### src/rtl/gate_bist_pkg.sv
// Shared definitions for the mux-built gate BIST engine: FSM state encoding and
// the standard two-input truth tables (bit i is the output for pattern i).
package gate_bist_pkg;

    typedef enum logic [2:0] {
        StIdle   = 3'd0,
        StApply  = 3'd1,
        StWait   = 3'd2,
        StSample = 3'd3,
        StDone   = 3'd4
    } state_t;

    localparam logic [3:0] TT_AND2  = 4'b1000;
    localparam logic [3:0] TT_OR2   = 4'b1110;
    localparam logic [3:0] TT_XOR2  = 4'b0110;
    localparam logic [3:0] TT_NAND2 = 4'b0111;

endpackage

### src/rtl/gate_bist_settle_timer.sv
// Loadable down-counter with a zero flag; paces the settle interval between
// applying a stimulus pattern and sampling the gate output.
module gate_bist_settle_timer #(
    parameter int unsigned WIDTH = 1
) (
    input  logic             clk,
    input  logic             rst,
    input  logic             load,
    input  logic [WIDTH-1:0] load_val,
    input  logic             dec,
    output logic             zero
);

    logic [WIDTH-1:0] count_q;

    always_ff @(posedge clk) begin
        if (rst) begin
            count_q <= '0;
        end else if (load) begin
            count_q <= load_val;
        end else if (dec && (count_q != '0)) begin
            count_q <= count_q - WIDTH'(1);
        end
    end

    assign zero = (count_q == '0);

endmodule

### src/rtl/gate_bist_controller.sv
// BIST engine for a small combinational gate: walks every input pattern, waits
// SETTLE cycles, samples dut_y and tallies mismatches against TRUTH.
module gate_bist_controller
    import gate_bist_pkg::*;
#(
    parameter int unsigned           N_IN   = 2,
    parameter logic [2**N_IN-1:0]    TRUTH  = TT_AND2,
    parameter int unsigned           SETTLE = 1
) (
    input  logic            clk,
    input  logic            rst,
    input  logic            start,
    output logic [N_IN-1:0] stim,
    input  logic            dut_y,
    output logic            busy,
    output logic            done,
    output logic            pass,
    output logic [N_IN:0]   fail_count,
    output logic            first_fail_valid,
    output logic [N_IN-1:0] first_fail_pattern
);

    // The timer is loaded with SETTLE-1 so that its zero flag marks the last WAIT cycle.
    localparam int unsigned     TW          = (SETTLE > 1) ? $clog2(SETTLE) : 1;
    localparam logic [TW-1:0]   SETTLE_LOAD = TW'((SETTLE > 0) ? SETTLE - 1 : 0);
    localparam logic [N_IN-1:0] LAST_PAT    = {N_IN{1'b1}};

    state_t          state_q;
    logic            settle_zero;
    logic            mismatch;
    logic [N_IN:0]   fail_inc;

    gate_bist_settle_timer #(
        .WIDTH (TW)
    ) u_settle_timer (
        .clk      (clk),
        .rst      (rst),
        .load     (state_q == StApply),
        .load_val (SETTLE_LOAD),
        .dec      (state_q == StWait),
        .zero     (settle_zero)
    );

    assign mismatch = (dut_y != TRUTH[stim]);
    assign fail_inc = fail_count + (N_IN + 1)'(1);

    always_ff @(posedge clk) begin
        if (rst) begin
            state_q            <= StIdle;
            stim               <= '0;
            fail_count         <= '0;
            first_fail_valid   <= 1'b0;
            first_fail_pattern <= '0;
            pass               <= 1'b0;
        end else begin
            case (state_q)
                StIdle, StDone: begin
                    if (start) begin
                        state_q            <= StApply;
                        stim               <= '0;
                        fail_count         <= '0;
                        first_fail_valid   <= 1'b0;
                        first_fail_pattern <= '0;
                        pass               <= 1'b0;
                    end
                end
                StApply: begin
                    state_q <= (SETTLE == 0) ? StSample : StWait;
                end
                StWait: begin
                    if (settle_zero) begin
                        state_q <= StSample;
                    end
                end
                StSample: begin
                    if (mismatch) begin
                        fail_count <= fail_inc;
                        if (!first_fail_valid) begin
                            first_fail_valid   <= 1'b1;
                            first_fail_pattern <= stim;
                        end
                    end
                    if (stim == LAST_PAT) begin
                        state_q <= StDone;
                        pass    <= (fail_count == '0) && !mismatch;
                    end else begin
                        stim    <= stim + N_IN'(1);
                        state_q <= StApply;
                    end
                end
                default: begin
                    state_q <= StIdle;
                end
            endcase
        end
    end

    assign busy = (state_q == StApply) || (state_q == StWait) || (state_q == StSample);
    assign done = (state_q == StDone);

endmodule
### config.mk
export PLATFORM = sky130hd
export DESIGN_NAME = gate_bist_controller
export DESIGN_NICKNAME = d
export VERILOG_FILES = /design/src/rtl/gate_bist_pkg.sv /design/src/rtl/gate_bist_settle_timer.sv /design/src/rtl/gate_bist_controller.sv
export SDC_FILE = /design/constraint.sdc
export NUM_CORES = 1
export LEC_CHECK = 0
export ABC_AREA = 1
export CAP_MARGIN = 20
export CORE_MARGIN = 2
export CORE_UTILIZATION = 35
export DETAILED_ROUTE_END_ITERATION = 10
export GPL_ROUTABILITY_DRIVEN = 0
export PLACE_DENSITY = 0.69
export SYNTH_ARGS = -nofsm -noshare
export SYNTH_HDL_FRONTEND = slang
export SYNTH_SLANG_ARGS = --single-unit
### constraint.sdc
create_clock -name clk -period 2.3 [get_ports clk]
set_clock_uncertainty 0.05 [all_clocks]
set_input_delay 0.46 -clock clk [delete_from_list [all_inputs] [get_ports clk]]
set_output_delay 0.46 -clock clk [all_outputs]
set_load 0.02 [all_outputs]
# Word-level counts from Yosys, hierarchy flattened
# Cells that the tools add are included.
# op_classes
n_addsub	3
magnitude_cmp	1
n_eq_ne	12
mux	20
reduce_logical	15
# ops
operator	count
$mux 3	5
$ne 2x2->1 const B	6
$pmux 3 s4	1
$reduce_and 3->1	3
$mux 2	4
$pmux 2 s2	2
$eq 3x2->1 const B	2
$logic_not 3->1	2
$pmux 3 s2	1
$mux 1	4
$pmux 1 s2	2
$reduce_and 4->1	1
$reduce_or 2->1	2
$add 3x1->3 const B	1
$eq 3x1->1 const B	1
$eq 3x3->1 const B	1
$lt 2x3->1 const B	1
$add 2x1->2 const B	1
$bmux 1 s2	1
$eq 2x2->1 const B	1
$logic_and 1x1->1	2
$logic_or 1x1->1	2
$reduce_and 2->1	1
$reduce_bool 2->1	1
other kinds (3)	3
# totals
reg_bits	13
output_inout_bits	11
elab_cells	58

# Depth between registers and ports, before layout
# Gate-level depths: netlist (run 1).
# logic_depth
ltp_word	7
mapped_depth	8

# Cells and area by module
# A second synthesis (run 1) with hierarchy kept.
# unflattened
hier_cells	109
hier_area_um2	755.7
# modules_own_cells
module	n_inst	cells_each	area_per_inst_um2
gate_bist_controller	1	100	704.4
gate_bist_settle_timer	1	9	51.3

# Worst setup path before layout (run 1)
# Ideal clock, no wire load.
# synth_path
path_type	reg2out
from	reg state_q[2]
to	out done
arrival_ns	0.940
required_time_ns	1.790
path_slack_ns	0.850
stages_incl_launch_ff	3
n_path_buf	0
path_cell_list	dfxtp_1 > inv_2 > nor3_1
# synth_between
elab_chain_len	1
# synth_lines
item	line_no	text
start, declared	gate_bist_controller.sv:28	state_t state_q;
start signal, assigned	gate_bist_controller.sv:49	state_q <= StIdle;
start signal, assigned	gate_bist_controller.sv:59	state_q <= StApply;
start signal, assigned	gate_bist_controller.sv:68	state_q <= (SETTLE == 0) ? StSample : StWait;
$eq 3x3->1	gate_bist_controller.sv:99	assign done = (state_q == StDone);
end, declared	gate_bist_controller.sv:16	output logic done,
# No other way between the ends.

# Final worst setup path (run 1)
# layout_path
from	reg state_q[0]
to	out busy
# layout_between
elab_chain_len	3
# layout_lines
item	line_no	text
$eq 3x1->1 or $eq 3x2->1 (tied branches)	gate_bist_controller.sv:98	assign busy = (state_q == StApply) || (state_q == StWait) || (state_q == StSample);
$logic_or 1x1->1	gate_bist_controller.sv:98	
$logic_or 1x1->1 *	gate_bist_controller.sv:98	
end, declared	gate_bist_controller.sv:15	output logic busy,
# Mark *: on every way between the ends. The rest lies on a longest branch, timed or not.

==> results.md, run 1 <==
* Initial antenna violation count at 0
* Vias in the first global route at 532
* Setup WS pre-CTS at 0.529 ns
* Hold depth at 2
* Worst Tran Pin Value at 0.389 ns
* Most common cell after layout, fill and taps aside: nand2_1
* Vias at 586
* Setup ws final at 0.242 ns
* Sequential Power Share at 49.1%
* Wirelength per Cell at 9.82 um
* Hold Crit Class: flop to flop
* Worst R2R Setup Slack at between 0.8 and 0.9 ns
* DP HPWL at 952 um
* Synth Register Bits at 13
* Chip Height at 46.7 um
* H-tree lvl count at 1
* Top Ports at 15
* MaxCap Viol Count at 0
* Met1 GRT Util at 19.5%
* Multi-input logic area at 333 um2
* Drt drc at 0
* First-pass GRT wire length at 2280 um
* Max-slew violations at 0
* Post-synth cell types at 18
* Final Instance Area at between 800 and 900 um2
* NetSw at between 150 and 200 uW
* Synth Warn # at 0
* Worst Hold End: first_fail_pattern[1]$_SDFFE_PP0P_
* Rel. slew slack at 74.0%
* Global Route Usage Sum at 14.9%
* Final Setup Violations at 0
* Pwr Density at approximately 620 nW/um2
* Fin Hold WS at 0.420 ns
* N_diodes at 0
* Row Count at 15
* Initial Util at ~37%
* Depth of the most critical reg-to-reg path at 7
* Part of the cycle the worst path needs at between 80% and 90%
* Clk sink count at 13
* DR iter-0 viols at 6
* Comb power frac at 24.1%
* Mapped Nets at 96
* Core Area at ~1700 um2
* Largest net degree at the start of global routing at 12
* Fin util at approximately half
* P_int at 355 uW
* Antenna Nets Post-Route at 0
* CTS resizes at 0
* Worst EP arrival at 1.55 ns
* Clock power frac at 26.8%
* Die ar. at between 2000 and 2500 um2
* Netlist area before placement at 638 um2
* Final Hold Vio Count at 0
* Worst reg2reg startpoint: stim[1]$_SDFFE_PP0P_
* Register area share after synthesis at 40.8%
* Min-delay src: first_fail_pattern[1]$_SDFFE_PP0P_
* Cell Area, Placed at between 800 and 900 um2
* Reg area at 260 um2
* Met3 Use GR at 2.75%
* DRT Pass-1 Iters at 4
* Nets at 114
* Grt total ovfl at 0
* Mapped Cells at 89
* Layout cell share with drive strength beyond 1 at 12.3%
* Fill cell count at 177
* Inst Count DP at 127
* Worst setup path class: flop to output port
* Most frequent cells in the layout: nand2_1, clkdlybuf4s50_1, dfxtp_1
* Switch share at 31.1%
* Crit end category: output port
* Post-Syn Area per Cell at 7.17 um2
* Startpoint types: flop
* Met2 Resource Use GR at 23.1%
* Total chip power at approximately 520 uW
* Setup TNS at 0 ns
* Static Leakage at 0.345 nW
* CTS tree: built
* CTS Buf Count at 3
* Max frequency at about 490 MHz
* Final cell count without fillers at 131
* Setup Fix Bufs, Post-CTS at 0
* Busiest grt layer: met2
* Status: complete, no violations
* Die width at 46.7 um
* RSZ-0062 raised after global routing: false
* Post-Route WL at 1290 um
* I/O Buffers at 14
* Hold buffers post-CTS at 0
* Clock Path Buffers at 2
* Clk_lat worst skew at 0.26 ns
* Worst vdd ir at approximately 0.33 mV
* Critical Path RT at 1.79 ns
* Root buf cell: clkbuf_4
* Worst Path Max Fanout at 6
* Number of vias per cell at ~4.5
* Fin crit period at just over 2 ns
* RR Endpoint: first_fail_pattern[0]$_SDFFE_PP0P_
* Clk pin slew, worst setup/hold paths at 0.08 ns
* Area delta synth->final at 30.4%
## layer usage
| layer | share of wire [%] | wire length [um] | vias up |
|---|---|---|---|
| li1 | - | - | 318 |
| met1 | 51 | 650 | 258 |
| met2 | 44 | 567 | 8 |
| met3 | 3.0 | 39 | 2 |
| met4 | 2.3 | 29 | 0 |
| met5 | 0 | 0 | - |
## cell families (layout without fill, tap and decap cells)
group           count (synthesis)  count (layout)  share of synthesized area, %
simple gates                   46              46                          33.9
buf+inv                        12              29                          7.06
xor+xnor                        1               1                          1.37
compound gates                 14              14                          11.0
fa+ha+maj                       3               3                          5.88
flops                          13              13                          40.8
## worst max-delay path by stage
| stage | from | slack [ns] | end |
|---|---|---|---|
| 6_report | state_q[0]$_SDFFE_PP0P_ | 0.24 | busy |
| 5_1_grt | state_q[0]$_SDFFE_PP0P_ | 0.12 | busy |
| 2_1_floorplan | state_q[2]$_SDFFE_PP0P_ | 0.85 | done |
| 4_1_cts | state_q[0]$_SDFFE_PP0P_ | 0.23 | busy |
| 3_5_place_dp | state_q[0]$_SDFFE_PP0P_ | 0.53 | busy |
| 3_3_place_gp | state_q[0]$_SDFFE_PP0P_ | 0.55 | busy |
## power groups by stage
| stage | registers [mW] | logic (mW) | clock network (mW) |
|---|---|---|---|
| 2_1_floorplan | 0.263 | 0.0774 | 0 |
| 3_3_place_gp | 0.258 | 0.123 | 0 |
| 3_5_place_dp | 0.258 | 0.125 | 0 |
| 4_1_cts | 0.253 | 0.126 | 0.141 |
| 5_1_grt | 0.257 | 0.144 | 0.152 |
| 6_report | 0.253 | 0.124 | 0.138 |
## cell type report
type,count,share of cell area [%]
multi-input cells,64,40.0
flip-flops and latches,13,31.3
inverters,11,4.96
clock buffers,4,3.16
repair buffers,14,16.8
well taps,25,3.76
## cell usage after synthesis
| library cell | number | area share, % |
|---|---|---|
| a21oi_1 | 10 | 7.8 |
| clkbuf_1 | 1 | 0.59 |
| clkinv_1 | 1 | 0.59 |
| dfxtp_1 | 13 | 41 |
| ha_1 | 3 | 5.9 |
| inv_1 | 9 | 5.3 |
| inv_2 | 1 | 0.59 |
| nand2_1 | 20 | 12 |
| nand2_2 | 5 | 4.9 |
| nand3_1 | 5 | 3.9 |
| nand3_2 | 2 | 3.1 |
| nor2_1 | 10 | 5.9 |
| nor2_2 | 1 | 0.98 |
| nor2_4 | 1 | 1.8 |
| nor3_1 | 2 | 1.6 |
| o21ai_0 | 2 | 1.6 |
| o21ai_1 | 2 | 1.6 |
| xor2_1 | 1 | 1.4 |
## state kept, by name (all words and copies together), names as in the netlist
register                cells
fail_count                  3
state_q                     3
first_fail_pattern          2
stim                        2
first_fail_valid            1
pass                        1
u_settle_timer.count_q      1
## worst max-delay path, stage by stage (launching register included)
cell and delay, ns:
dfxtp_1 0.45, nor2_1 0.12, nor2_1 0.10, clkdlybuf4s50_1 0.62
Note: power is estimated with default switching activity, not from simulation.
==> run 2, diff against run 1 <==
--- a/config.mk
+++ b/config.mk
@@ -7,7 +7,6 @@
 export LEC_CHECK = 0
 export ABC_AREA = 1
 export CAP_MARGIN = 20
-export CORE_MARGIN = 2
 export CORE_UTILIZATION = 35
 export DETAILED_ROUTE_END_ITERATION = 10
 export GPL_ROUTABILITY_DRIVEN = 0
==> run 2 against run 1 <==
The flow now finishes with violations (DRC). Setup slack lost 0.016 ns. Sequential power barely moved. Critical endpoint unchanged. Hold slack hardly changed. Sequential share of layout area is the same. Critical path depth unchanged. Largest cell class unchanged. Non-clock buffer count stayed put. Fmax fell by 0.76%. Flip-flop and latch count unchanged. Global-route usage increased by 0.37 points. Utilization unchanged. Clock-buffer cell count unchanged. Die area fell by 8.4%.
==> results.md, run 2 (synthesis results as in run 1) <==
* Worst EP arrival at between 1.5 and 2 ns
* Vias in the first global route at just over 500
* Total chip power at 520 uW
* Max frequency at 482 MHz
* H-tree lvl count at 1
* Met2 Resource Use GR at between 20% and 30%
* Die ar. at between 1500 and 2000 um2
* P_int at 355 uW
* Root buf cell: clkbuf_4
* Hold buffers post-CTS at 0
* Clk pin slew, worst setup/hold paths at roughly 0.090 ns
* Grt total ovfl at 0
* Layout cell share with drive strength beyond 1 at 12.3%
* Initial Util at 37.0%
* Part of the cycle the worst path needs at 90.2%
* Failing checks: DRC
* Top flop regs: fail_count x3, state_q x3
* Fill cell count at between 150 and 200
* Fin Hold WS at around 0.42 ns
* Chip Height at between 40 and 50 um
* Clk sink count at 13
* Min-delay src: first_fail_pattern[0]$_SDFFE_PP0P_
* MaxCap Viol Count at 0
* Post-Route WL at about 1300 um
* Top Ports at 15
* RR Endpoint: first_fail_pattern[0]$_SDFFE_PP0P_
* CTS tree: built
* Worst vdd ir at ~0.34 mV
* Most common cell after layout, fill and taps aside: nand2_1
* Crit end category: output port
* Static Leakage at between 0.3 and 0.4 nW
* DP HPWL at 1010 um
* Setup TNS at 0 ns
* Critical Path RT at ~1.8 ns
* Worst Path Max Fanout at 6
* Clk_lat worst skew at 0.26 ns
* First-pass GRT wire length at 2240 um
* Final Setup Violations at 0
* Die width at 44.7 um
* Depth of the most critical reg-to-reg path at 7
* CTS Buf Count at 3
* Rel. slew slack at 75.1%
* Clock Path Buffers at 2
* Busiest grt layer: met2
* Clock power frac at 27.0%
* Area delta synth->final at 30.4%
* Fin crit period at between 2 and 2.5 ns
* NetSw at between 150 and 200 uW
* Sequential Power Share at 48.8%
* Row Count at 15
* Setup Fix Bufs, Post-CTS at 0
* N_diodes at 0
* I/O Buffers at 14
* Most frequent cells in the layout: nand2_1, clkdlybuf4s50_1, dfxtp_1
* Vias at 615
* Status: complete, but fails checks
* DRT Pass-1 Iters at 7
* DR iter-0 viols at 17
* Final Hold Vio Count at 0
* Hold Crit Class: flop to flop
* Pwr Density at 625 nW/um2
* Wirelength per Cell at 10.2 um
* CTS resizes at 0
* Core Area at approximately 1700 um2
* Startpoint types: flop
* Max-slew violations at 0
* Drt drc at 1
* Number of vias per cell at 4.69
* Worst R2R Setup Slack at 0.86 ns
* Worst Hold End: first_fail_pattern[0]$_SDFFE_PP0P_
* Met3 Use GR at 2.40%
* Antenna Nets Post-Route at 0
* Hold depth at 2
* Worst Tran Pin Value at 0.372 ns
* Worst reg2reg startpoint: stim[0]$_SDFFE_PP0P_
* Switch share at 31.8%
* Reg area at between 200 and 300 um2
* Nets at approximately 110
* Comb power frac at 24.2%
* Initial antenna violation count at 0
* Global Route Usage Sum at between 10% and 20%
* Met1 GRT Util at 20.8%
* Multi-input logic area at 333 um2
* RSZ-0062 raised after global routing: false
* Worst setup path class: flop to output port
* Largest net degree at the start of global routing at 12
run 2: cell counts in the layout (fill, tap and decap cells not counted):
No cell type changed its count.
run 2: power groups by stage:
stage          clock network (mW)  registers (mW)  logic [mW]
2_1_floorplan                   0           0.263      0.0774
3_3_place_gp                    0           0.257       0.123
3_5_place_dp                    0           0.259       0.125
4_1_cts                     0.143           0.253       0.126
5_1_grt                     0.151           0.256       0.141
6_report                    0.140           0.254       0.126
run 2: cell type report:
cell class / count / share of cell area, %
Tap cell: 25 / 3.76
Timing Repair Buffer: 14 / 16.8
Sequential cell: 13 / 31.3
Inverter: 11 / 4.96
Clock buffer: 4 / 3.16
Multi-Input combinational cell: 64 / 40.0
run 2: worst max path at each step:
stage                     slack [ns]                    start   end
after floorplan                 0.85  state_q[2]$_SDFFE_PP0P_  done
after global routing            0.14  state_q[0]$_SDFFE_PP0P_  busy
after global placement          0.55  state_q[2]$_SDFFE_PP0P_  done
after CTS                       0.23  state_q[2]$_SDFFE_PP0P_  done
final                           0.23  state_q[0]$_SDFFE_PP0P_  busy
after detailed placement        0.53  state_q[2]$_SDFFE_PP0P_  done
run 2: stage by stage:
| stage | instance area (um2) | std cells | setup slack [ns] | utilization (%) |
|---|---|---|---|---|
| finish | 832 | 131 | 0.226 | 48.2 |
| global route | 832 | 131 | 0.136 | 48.2 |
| CTS | 832 | 131 | 0.229 | 48.2 |
| detailed placement | 806 | 127 | 0.528 | 46.7 |
| global placement | 806 | 127 | 0.554 | 46.7 |
| floorplan | 638 | 89 | 0.850 | - |
run 2: routing by layer:
metal	share of wire, %	wire (um)
met3	2.4	32
met4	1.0	14
met1	51	686
met5	0	0
met2	45	607
run 2: critical path: stages, from the launching register on:
cell             delay, ns
dfxtp_1               0.45
nor2_1                0.14
nor2_1                0.10
clkdlybuf4s50_1       0.61
==> patch (config.mk and constraints of run 1) <==
Register the inputs `start` and `dut_y` before use. The logic sees them one clock later. Comments in the files are not updated.
--- a/src/rtl/gate_bist_controller.sv
+++ b/src/rtl/gate_bist_controller.sv
@@ -25,6 +25,19 @@
     localparam logic [TW-1:0]   SETTLE_LOAD = TW'((SETTLE > 0) ? SETTLE - 1 : 0);
     localparam logic [N_IN-1:0] LAST_PAT    = {N_IN{1'b1}};
 
+    logic start_q;
+    logic dut_y_q;
+
+    always_ff @(posedge clk) begin
+        if (rst) begin
+            start_q <= '0;
+            dut_y_q <= '0;
+        end else begin
+            start_q <= start;
+            dut_y_q <= dut_y;
+        end
+    end
+
     state_t          state_q;
     logic            settle_zero;
     logic            mismatch;
@@ -41,7 +54,7 @@
         .zero     (settle_zero)
     );
 
-    assign mismatch = (dut_y != TRUTH[stim]);
+    assign mismatch = (dut_y_q != TRUTH[stim]);
     assign fail_inc = fail_count + (N_IN + 1)'(1);
 
     always_ff @(posedge clk) begin
@@ -55,7 +68,7 @@
         end else begin
             case (state_q)
                 StIdle, StDone: begin
-                    if (start) begin
+                    if (start_q) begin
                         state_q            <= StApply;
                         stim               <= '0;
                         fail_count         <= '0;
Formal check against the unedited RTL: not equivalent (a bounded check fails within 4 cycles, from zero or initial values and one cycle with rst high).
==> patch against run 1 <==
  * Cell area is 10% higher
  * Synthesized cell count is 10% higher
  * Wire length is 11% higher
  * Largest cell class unchanged
  * Area after synthesis is 14% higher
  * Power is 7.9% higher
  * Critical path type unchanged
  * Worst setup slack worse by 0.13 ns
  * Sequential cell count is 2 higher
  * Global-route usage is 1.5 points lower
  * Via count is 11% higher
==> patch: results <==
route:
  vias: 649
  drt-initial-drc-count: 9
  avgViaCountPerCell: 4.57
  drtPass1Iterations: 4
  wl_mm: 1.43
global_routing:
  track_usage: 0.134
  grt_first_pass_wirelength_mm: 2.45
  grt_pass1_vias: 605
status:
  status: "finished, final reports clean"
place:
  port_buffers: 14
  dp_hpwl_mm: 1.12
  placed_area_um2: 892
  placed_cells: 138
  post-place-ws_ns: 0.442
pwr:
  ir_drop_v: 0.000280
  p_sw_w: 0.000168
  leakagePower_nw: 0.372
  power_density_nw_per_um2: 605
final_layout:
  seq_share: 0.327
  drive_above_1_share: 0.165
  bufAreaShareNonClock: 0.161
  seq_area_um2: 300
  fill_cells: 208
  nNetsFinal: 123
  multi_input_area_share: 0.394
  seq_cell_count: 15
  nNonClkInverters: 13
  multi_input_cells: 68
  buffers: 15
setup_path:
  crit_arrival_ns: 1.67
  r2r_cells: 6
  cp_max_fo: 4
logic_synthesis:
  synth.distinct_cells: 21
  ys_seq_area_frac: 0.414
  ys_top_cells_by_count: "nand2_1 (17), nor2_1 (16), dfxtp_1 (15)"
  syn_area_um2: 726
  synth_area_leaders: "dfxtp_1 (41%), nand2_1 (8.8%), nor2_1 (8.3%), nand2_2 (6.0%), inv_1 (5.7%)"
  syn_nets: 105
clocking:
  clock_latency_ns: 0.28
timing:
  relSlewSlack: 0.651
-- patch: worst paths after layout --
kind                           from                     end  slack, ns
max reg2reg              state_q[0]           fail_count[1]       0.78
max                      state_q[0]                    done       0.12
min reg2reg  u_settle_timer.count_q  u_settle_timer.count_q       0.40
min          u_settle_timer.count_q  u_settle_timer.count_q       0.40
-- patch: worst max-delay path, stage by stage (launching register included) --
cell and delay [ns]:
dfxtp_1 0.35, nor2_1 0.22, inv_1 0.12, nor2_1 0.10
clkdlybuf4s50_1 0.60
-- patch: cells by family (layout without fill, tap and decap cells) --
logic type               after synthesis  after routing  synth area share
AND/OR/NAND/NOR                       52             52             0.345
flip-flops                            15             15             0.414
adder cells (fa/ha/maj)                3              3            0.0517
buffers and inverters                 15             32            0.0879
AO/OA/AOI/OAI                         13             13             0.102
-- patch: per-layer routing --
layer  track usage  vias up  part of all wire
met5             0        -                 0
met4         0.102        0             0.031
met3        0.0273        4             0.034
met2         0.204        9              0.46
met1         0.165      289              0.47
li1              -      347                 -
